<file path="config.mk">
export PLATFORM = sky130hd
export DESIGN_NAME = lsu_unit
export DESIGN_NICKNAME = d
export VERILOG_FILES = /design/src/rtl/lsu_pkg.sv /design/src/rtl/lsu_store_buffer.sv /design/src/rtl/lsu_unit.sv
export SDC_FILE = /design/constraint.sdc
export NUM_CORES = 1
export LEC_CHECK = 0
export BUFFER_PORTS_ARGS = -buffer_cell sky130_fd_sc_hd__buf_2
export CORE_ASPECT_RATIO = 0.5
export CORE_MARGIN = 2
export CORE_UTILIZATION = 30
export CTS_CLUSTER_DIAMETER = 200
export DETAILED_ROUTE_END_ITERATION = 12
export PLACE_DENSITY = 0.57
export SLEW_MARGIN = 20
export SYNTH_ARGS = -nofsm -noshare
export SYNTH_HDL_FRONTEND = slang
export SYNTH_SLANG_ARGS = --single-unit
</file>
<file path="constraint.sdc">
create_clock -name clk -period 6.75 [get_ports clk]
set_clock_uncertainty 0.2 [all_clocks]
set_input_delay 0.3375 -clock clk [delete_from_list [all_inputs] [get_ports clk]]
set_output_delay 0.3375 -clock clk [all_outputs]
set_load 0.02 [all_outputs]
</file>
<file path="src/rtl/lsu_pkg.sv">
// Shared types and helpers for the load/store unit: store-buffer entry, load FSM states,
// funct3 encodings and the byte-lane align/extend functions.
package lsu_pkg;

    localparam logic [2:0] F3_B  = 3'b000;
    localparam logic [2:0] F3_H  = 3'b001;
    localparam logic [2:0] F3_W  = 3'b010;
    localparam logic [2:0] F3_BU = 3'b100;
    localparam logic [2:0] F3_HU = 3'b101;

    typedef enum logic [1:0] {LIdle, LIssue, LResp, LDone} ld_state_e;

    typedef struct packed {
        logic [29:0] waddr;
        logic [31:0] data;
        logic [3:0]  mask;
    } sb_entry_t;

    // Byte-lane offset actually used by the access size (H uses addr[1], W none).
    function automatic logic [1:0] lane_off(input logic [2:0] f3, input logic [1:0] off);
        case (f3[1:0])
            2'b00:   lane_off = off;
            2'b01:   lane_off = {off[1], 1'b0};
            default: lane_off = 2'b00;
        endcase
    endfunction

    function automatic logic [3:0] st_mask(input logic [2:0] f3, input logic [1:0] off);
        case (f3[1:0])
            2'b00:   st_mask = 4'b0001 << lane_off(f3, off);
            2'b01:   st_mask = 4'b0011 << lane_off(f3, off);
            default: st_mask = 4'b1111;
        endcase
    endfunction

    function automatic logic [31:0] st_data(input logic [2:0] f3, input logic [1:0] off,
                                            input logic [31:0] d);
        logic [31:0] v;
        case (f3[1:0])
            2'b00:   v = {24'h0, d[7:0]};
            2'b01:   v = {16'h0, d[15:0]};
            default: v = d;
        endcase
        st_data = v << {lane_off(f3, off), 3'b000};
    endfunction

    function automatic logic [31:0] ld_extend(input logic [2:0] f3, input logic [1:0] off,
                                              input logic [31:0] rdata);
        logic [31:0] s;
        s = rdata >> {lane_off(f3, off), 3'b000};
        case (f3)
            F3_B:    ld_extend = {{24{s[7]}}, s[7:0]};
            F3_BU:   ld_extend = {24'h0, s[7:0]};
            F3_H:    ld_extend = {{16{s[15]}}, s[15:0]};
            F3_HU:   ld_extend = {16'h0, s[15:0]};
            default: ld_extend = s;
        endcase
    endfunction

endpackage

</file>
<file path="src/rtl/lsu_store_buffer.sv">
// In-order store buffer: append at tail, in-order commit, drain of committed head,
// rollback to the committed prefix on flush, and age-qualified address conflict query.
module lsu_store_buffer
    import lsu_pkg::*;
#(
    parameter int unsigned DEPTH = 4,
    parameter int unsigned ROB_W = 3
) (
    input  logic             clk,
    input  logic             rst,
    input  logic             i_push,
    input  sb_entry_t        i_push_entry,
    input  logic [ROB_W-1:0] i_push_rob,
    input  logic             i_commit,
    input  logic             i_flush,
    input  logic             i_pop,
    input  logic [29:0]      i_q_waddr,
    input  logic [ROB_W-1:0] i_q_rob,
    input  logic [ROB_W-1:0] i_rob_head,
    output logic             o_full,
    output logic             o_head_committed,
    output sb_entry_t        o_head,
    output logic             o_conflict
);
    localparam int unsigned PTR_W = $clog2(DEPTH);
    localparam int unsigned CNT_W = PTR_W + 1;

    sb_entry_t        r_entry [DEPTH];
    logic [ROB_W-1:0] r_rob   [DEPTH];
    logic [PTR_W-1:0] r_head, r_tail, w_head_nxt;
    logic [CNT_W-1:0] r_count, r_ncommit, w_ncommit_nxt;
    logic             w_commit, w_pop, w_push;
    logic [ROB_W-1:0] w_age_q;
    logic [DEPTH-1:0] w_hit;

    // Committed entries always form a prefix starting at the head.
    assign o_full           = (r_count == CNT_W'(DEPTH));
    assign o_head_committed = (r_ncommit != '0);
    assign o_head           = r_entry[r_head];
    assign w_commit         = i_commit && (r_ncommit != r_count);
    assign w_pop            = i_pop && o_head_committed;
    assign w_push           = i_push && !i_flush && !o_full;
    assign w_head_nxt       = r_head + PTR_W'(w_pop);
    assign w_ncommit_nxt    = r_ncommit + CNT_W'(w_commit) - CNT_W'(w_pop);

    always_ff @(posedge clk) begin
        if (rst) begin
            r_head    <= '0;
            r_tail    <= '0;
            r_count   <= '0;
            r_ncommit <= '0;
        end else begin
            r_head    <= w_head_nxt;
            r_ncommit <= w_ncommit_nxt;
            if (i_flush) begin
                r_count <= w_ncommit_nxt;
                r_tail  <= w_head_nxt + w_ncommit_nxt[PTR_W-1:0];
            end else begin
                r_count <= r_count + CNT_W'(w_push) - CNT_W'(w_pop);
                r_tail  <= r_tail + PTR_W'(w_push);
            end
        end
    end

    always_ff @(posedge clk) begin
        if (w_push) begin
            r_entry[r_tail] <= i_push_entry;
            r_rob[r_tail]   <= i_push_rob;
        end
    end

    assign w_age_q = i_q_rob - i_rob_head;

    // Committed entries have already left the ROB, so they are older than any in-flight load.
    for (genvar g = 0; g < DEPTH; g++) begin : g_query
        logic [PTR_W-1:0] w_pos;
        logic [ROB_W-1:0] w_age_e;
        assign w_pos    = PTR_W'(g) - r_head;
        assign w_age_e  = r_rob[g] - i_rob_head;
        assign w_hit[g] = ({1'b0, w_pos} < r_count) && (r_entry[g].waddr == i_q_waddr) &&
                          (({1'b0, w_pos} < r_ncommit) || (w_age_e < w_age_q));
    end

    assign o_conflict = |w_hit;

endmodule

</file>
<file path="src/rtl/lsu_unit.sv">
// Load/store unit: address generation, store buffering until commit, and a four-state load
// FSM sharing the single data-memory port with the store-buffer drain.
module lsu_unit
    import lsu_pkg::*;
#(
    parameter int unsigned SB_DEPTH = 4,
    parameter int unsigned ROB_W    = 3,
    parameter int unsigned PRD_W    = 7
) (
    input  logic             clk,
    input  logic             rst,
    input  logic             ld_i_valid,
    input  logic             st_i_valid,
    input  logic [ROB_W-1:0] lsu_i_rob_idx,
    input  logic [PRD_W-1:0] lsu_i_rd,
    input  logic [2:0]       lsu_i_f3,
    input  logic [31:0]      lsu_i_rs1_data,
    input  logic [31:0]      lsu_i_rs2_data,
    input  logic [31:0]      lsu_i_imm,
    output logic             ld_i_ready,
    output logic             st_i_ready,
    output logic             ld_o_valid,
    output logic [ROB_W-1:0] ld_o_rob_idx,
    output logic [PRD_W-1:0] ld_o_rd,
    output logic [31:0]      ld_o_data,
    output logic             st_o_valid,
    output logic [ROB_W-1:0] st_o_rob_idx,
    input  logic [ROB_W-1:0] rob_head_idx,
    input  logic             commit_st,
    input  logic             flush,
    output logic             dm_en,
    output logic [3:0]       dm_we,
    output logic [31:0]      dm_addr,
    output logic [31:0]      dm_wdata,
    input  logic [31:0]      dm_rdata
);
    ld_state_e        r_state, w_state_nxt;
    logic [31:0]      r_ld_addr, r_ld_data;
    logic [2:0]       r_ld_f3;
    logic [ROB_W-1:0] r_ld_rob, r_st_rob;
    logic [PRD_W-1:0] r_ld_rd;
    logic             r_st_valid;

    logic [31:0] w_addr;
    sb_entry_t   w_st_entry, w_sb_head;
    logic        w_st_acc, w_ld_acc, w_sb_full, w_sb_head_committed, w_conflict;
    logic        w_ld_req, w_ld_grant, w_drain;

    assign w_addr     = lsu_i_rs1_data + lsu_i_imm;
    assign w_st_acc   = st_i_valid && st_i_ready && !flush;
    assign w_ld_acc   = ld_i_valid && ld_i_ready && !flush;
    assign w_st_entry = '{waddr: w_addr[31:2],
                          data:  st_data(lsu_i_f3, w_addr[1:0], lsu_i_rs2_data),
                          mask:  st_mask(lsu_i_f3, w_addr[1:0])};

    lsu_store_buffer #(
        .DEPTH (SB_DEPTH),
        .ROB_W (ROB_W)
    ) u_sb (
        .clk              (clk),
        .rst              (rst),
        .i_push           (w_st_acc),
        .i_push_entry     (w_st_entry),
        .i_push_rob       (lsu_i_rob_idx),
        .i_commit         (commit_st),
        .i_flush          (flush),
        .i_pop            (w_drain),
        .i_q_waddr        (r_ld_addr[31:2]),
        .i_q_rob          (r_ld_rob),
        .i_rob_head       (rob_head_idx),
        .o_full           (w_sb_full),
        .o_head_committed (w_sb_head_committed),
        .o_head           (w_sb_head),
        .o_conflict       (w_conflict)
    );

    assign st_i_ready = !w_sb_full;

    // Drain takes the port unless an unblocked load is waiting and the buffer has room.
    assign w_ld_req   = (r_state == LIssue) && !w_conflict;
    assign w_drain    = w_sb_head_committed && (w_sb_full || !w_ld_req);
    assign w_ld_grant = w_ld_req && !w_drain && !flush;

    always_ff @(posedge clk) begin
        if (rst) begin
            r_state <= LIdle;
        end else begin
            r_state <= w_state_nxt;
        end
    end

    always_comb begin
        w_state_nxt = r_state;
        unique case (r_state)
            LIdle:   if (w_ld_acc) w_state_nxt = LIssue;
            LIssue:  if (w_ld_grant) w_state_nxt = LResp;
            LResp:   w_state_nxt = LDone;
            LDone:   w_state_nxt = LIdle;
            default: w_state_nxt = LIdle;
        endcase
        if (flush) w_state_nxt = LIdle;
    end

    always_comb begin
        ld_i_ready = (r_state == LIdle);
        ld_o_valid = (r_state == LDone) && !flush;
        dm_en      = w_drain || w_ld_grant;
        dm_we      = w_drain ? w_sb_head.mask : 4'b0000;
        dm_wdata   = w_drain ? w_sb_head.data : 32'h0;
        if (w_drain) begin
            dm_addr = {w_sb_head.waddr, 2'b00};
        end else if (w_ld_grant) begin
            dm_addr = {r_ld_addr[31:2], 2'b00};
        end else begin
            dm_addr = 32'h0;
        end
    end

    always_ff @(posedge clk) begin
        if (rst) begin
            r_ld_addr  <= '0;
            r_ld_f3    <= '0;
            r_ld_rob   <= '0;
            r_ld_rd    <= '0;
            r_ld_data  <= '0;
            r_st_valid <= 1'b0;
            r_st_rob   <= '0;
        end else begin
            r_st_valid <= w_st_acc;
            if (w_st_acc) r_st_rob <= lsu_i_rob_idx;
            if (w_ld_acc) begin
                r_ld_addr <= w_addr;
                r_ld_f3   <= lsu_i_f3;
                r_ld_rob  <= lsu_i_rob_idx;
                r_ld_rd   <= lsu_i_rd;
            end
            if ((r_state == LResp) && !flush) begin
                r_ld_data <= ld_extend(r_ld_f3, r_ld_addr[1:0], dm_rdata);
            end
        end
    end

    assign ld_o_rob_idx = r_ld_rob;
    assign ld_o_rd      = r_ld_rd;
    assign ld_o_data    = r_ld_data;
    assign st_o_valid   = r_st_valid;
    assign st_o_rob_idx = r_st_rob;

endmodule

</file>
==> metrics.cfg <==
[run_status]
status = finished clean

[synthesis]
synth_edf_count = 276
syn-instance-count = 1583
ys_ff_latch = 369
yosys_warnings = 0
synthesis.area_um2 = 18900
yosysUniqueCellTypes = 67
synth_top_area_share_pct = 43.9
synthTopCellsByArea = edfxtp_1 44%, dfxtp_1 9.9%, mux4_2 8.8%
synthArstFlopShare_pct = 0
yosysTopAreaCell = edfxtp_1
ys_seq_area_share_pct = 53.7
synth_ff_type = edfxtp_1
syn_area_per_cell_um2 = 11.9

[die]
core_area_um2 = 61700
die-area_um2 = 65100
row_count = 64
die_h_um = 181
start_util_pct = 30.6
pin_count = 268
die_w_um = 359

[hold_path]
min_from = dm_rdata[15]
hp-class = in -> reg

[clocking]
cts_tree = done
cts_buffers = 38
clock-sinks = 369
cts.clk_slew.worst_paths_ps = 60
cts-resized-gates = 0
clk_latency_ps = 550
htree_num_levels = 2
post_cts_buffers = 0
cts-root-buf = clkbuf_16
clockBufferDepth = 3

[placement]
post_dp_cell_area_um2 = 21000
place.gp.congestion = 0.857
dp_cells = 2583
portBuffers = 265
dp_slack_ps = 2000
dp_hpwl_um = 39000

[worst_setup_path]
worstPathMaxFanout = 67
r2r-start = ld_o_rob_idx[0]
slowest_delay_ps = 620
critical_path_class = reg -> out
slowest_stage = buf_4
cp.required_ps = 6210
crit_chain = inv_1 > ha_1 > inv_1 > fa_1 > xnor2_1 > xnor2_1 > ha_1 > a21oi_1 > or3_1 > a31oi_1 > nand4_1 > o21bai_4 > buf_4 > o21ai_0 > buf_2
cp-startpoint = ld_o_rob_idx[0]
startpoint_type = flip-flop
cp-end-kind = output port
cp.arrival_ps = 4370

[timing]
slew_viol_final = 0
rsz0062_at_grt = false
slew_headroom_pct = 32.4
worst_slew_pin_slew_ps = 1010
layout_setup_ws_ps = 1840
setup_violations = 0
final.period_utilization_pct = 72.7
hold_violations = 0
fin_crit_ps = 4910
fin_tns_setup_ps = 0
fmax_mhz = 204

[layout]
design_area_um2 = 22400
fillers = 6024
layout-drive-gt1-share_pct = 23.8
antennaDiodeCount = 0
final_util_pct = 36.4
finalNonFillerCells = 2680
syn_to_final_growth_pct = 18.8
num-nets-final = 2047

[power_and_ir_drop]
power_density_nw_per_um2 = 328
p_leak_nw = 8.58
vdd_drop_max_uv = 194

[global_routing]
gr-usage-all-layers_pct = 16.2
grt.overflow.total = 0
grt_start_max_net_pins = 75
grt_pass1_vias = 13100
met3_usage_pct = 1.99
antenna_found_initial = 0
grtUsageMet1_pct = 21.1
grt_pass1_wl_um = 81200
busiest_layer = met2
grt_use_met2_pct = 28.8

[route]
wl_um = 54600
ant_nets = 0
vias_per_cell = 4.95
vias = 13300
drt_iter0_drc = 1149
wire_per_inst_um = 20.4
drc_errors = 0
dr.pass1.iters = 6

[run]
max_cap_violations = 0

==> metal layers <==
layer	share of wire [%]	up-vias
met5	0	-
met1	43	6586
met2	51	364
li1	-	6241
met3	4.5	63
met4	1.9	0
==> path summary, 6_finish.rpt <==
path	slack (ps)	cells past startpoint	endpoint
worst max-delay path	1840	15	dm_addr[11]
worst min register to register	250	2	ld_o_data[5]
worst max register to register	2150	22	u_sb.r_count[2]
worst min-delay path	20	3	ld_o_data[15]
==> power breakdown <==
| part | leakage [nW] | switching (mW) | internal, mW | total [mW] |
|---|---|---|---|---|
| Clock | 0.596 | 0.899 | 1.14 | 2.04 |
| Combinational | 4.71 | 1.47 | 0.989 | 2.46 |
| Sequential | 3.27 | 0.187 | 2.68 | 2.87 |
==> critical path, delay by kind of cell, from the launching register on <==
| kind | cells | cell delay, ps |
|---|---|---|
| fa+ha+maj | 3 | 820 |
| compound gates | 4 | 690 |
| simple gates | 2 | 560 |
| xor+xnor | 2 | 450 |
| flops | 1 | 320 |
| buf+inv | 4 | 960 |
==> stage by stage <==
step | hold WS [ps] | power (mW)
floorplan | 231 | 4.57
global placement | 239 | 5.39
detailed placement | 245 | 5.40
CTS | 4.05 | 7.46
global route | 38.8 | 7.74
finish | 22.3 | 7.37
==> cells by family (layout without fill, tap and decap cells) <==
kind of cell,count (synthesis),after routing,synth area share (%)
AND/OR/NAND/NOR,419,419,10.7
flip-flops,369,369,53.7
AO/OA/AOI/OAI,292,292,9.67
buffers and inverters,182,453,3.93
XOR/XNOR,169,169,7.83
multiplexers,80,80,9.14
adder cells (fa/ha/maj),71,71,5.02
other,1,2,0.0198
==> Yosys cell counts (5+ instances only) <==
cell      count
a21oi_1      98
nand4_1      10
clkbuf_1     78
fa_1          8
dfxtp_1      93
and3_1        5
nor4_1       27
o21ai_0      74
nand3b_1      7
o21bai_1      6
mux4_2       74
a21o_1       14
nand3_1      14
and2_1        9
inv_1        75
a22oi_1      25
mux2i_1       6
o211ai_1      7
nor3_1       30
nand2b_1     13
nor2_1       74
nand2_1     164
buf_2        11
a22o_1        9
a211oi_1     13
ha_1         63
xnor2_1      49
xor2_1      120
nor2b_1      45
edfxtp_1    276
or4_1         5
buf_1        10
==> cells in the final DEF, fill, tap and decap left out, types with 38 or more instances in the layout <==
master	count
xnor2_1	49
a21oi_1	98
o21ai_0	74
edfxtp_1	276
nor2b_1	44
buf_2	264
ha_1	63
inv_1	75
nor2_1	72
mux4_2	74
xor2_1	120
dfxtp_1	91
clkbuf_16	38
nand2_1	164
==> cell type report <==
type / instances / area, µm² / share of cell area, %
Sequential cell: 369 / 10200 / 45.2
Multi-Input combinational cell: 1033 / 8060 / 35.9
Timing Repair Buffer: 309 / 1730 / 7.70
Tap cell: 825 / 1030 / 4.60
Clock buffer: 46 / 1000 / 4.46
Inverter: 75 / 282 / 1.25
Clock inverter: 23 / 190 / 0.847
==> state kept, by name, summed over array words and instances, names as in the netlist, 3 cells and up <==
name	flops
u_sb.r_rob	12
r_ld_addr	32
ld_o_data	32
st_o_rob_idx	3
r_ld_f3	3
ld_o_rd	7
u_sb.r_entry	264
ld_o_rob_idx	3
u_sb.r_ncommit	3
u_sb.r_count	3
==> timing repair <==
action	4_1_cts	5_1_grt
hold buffers	28	0
hold endpoints to repair	45	0
endpoints found under the setup margin	0	0
Power figures use the tool's default switching activity.
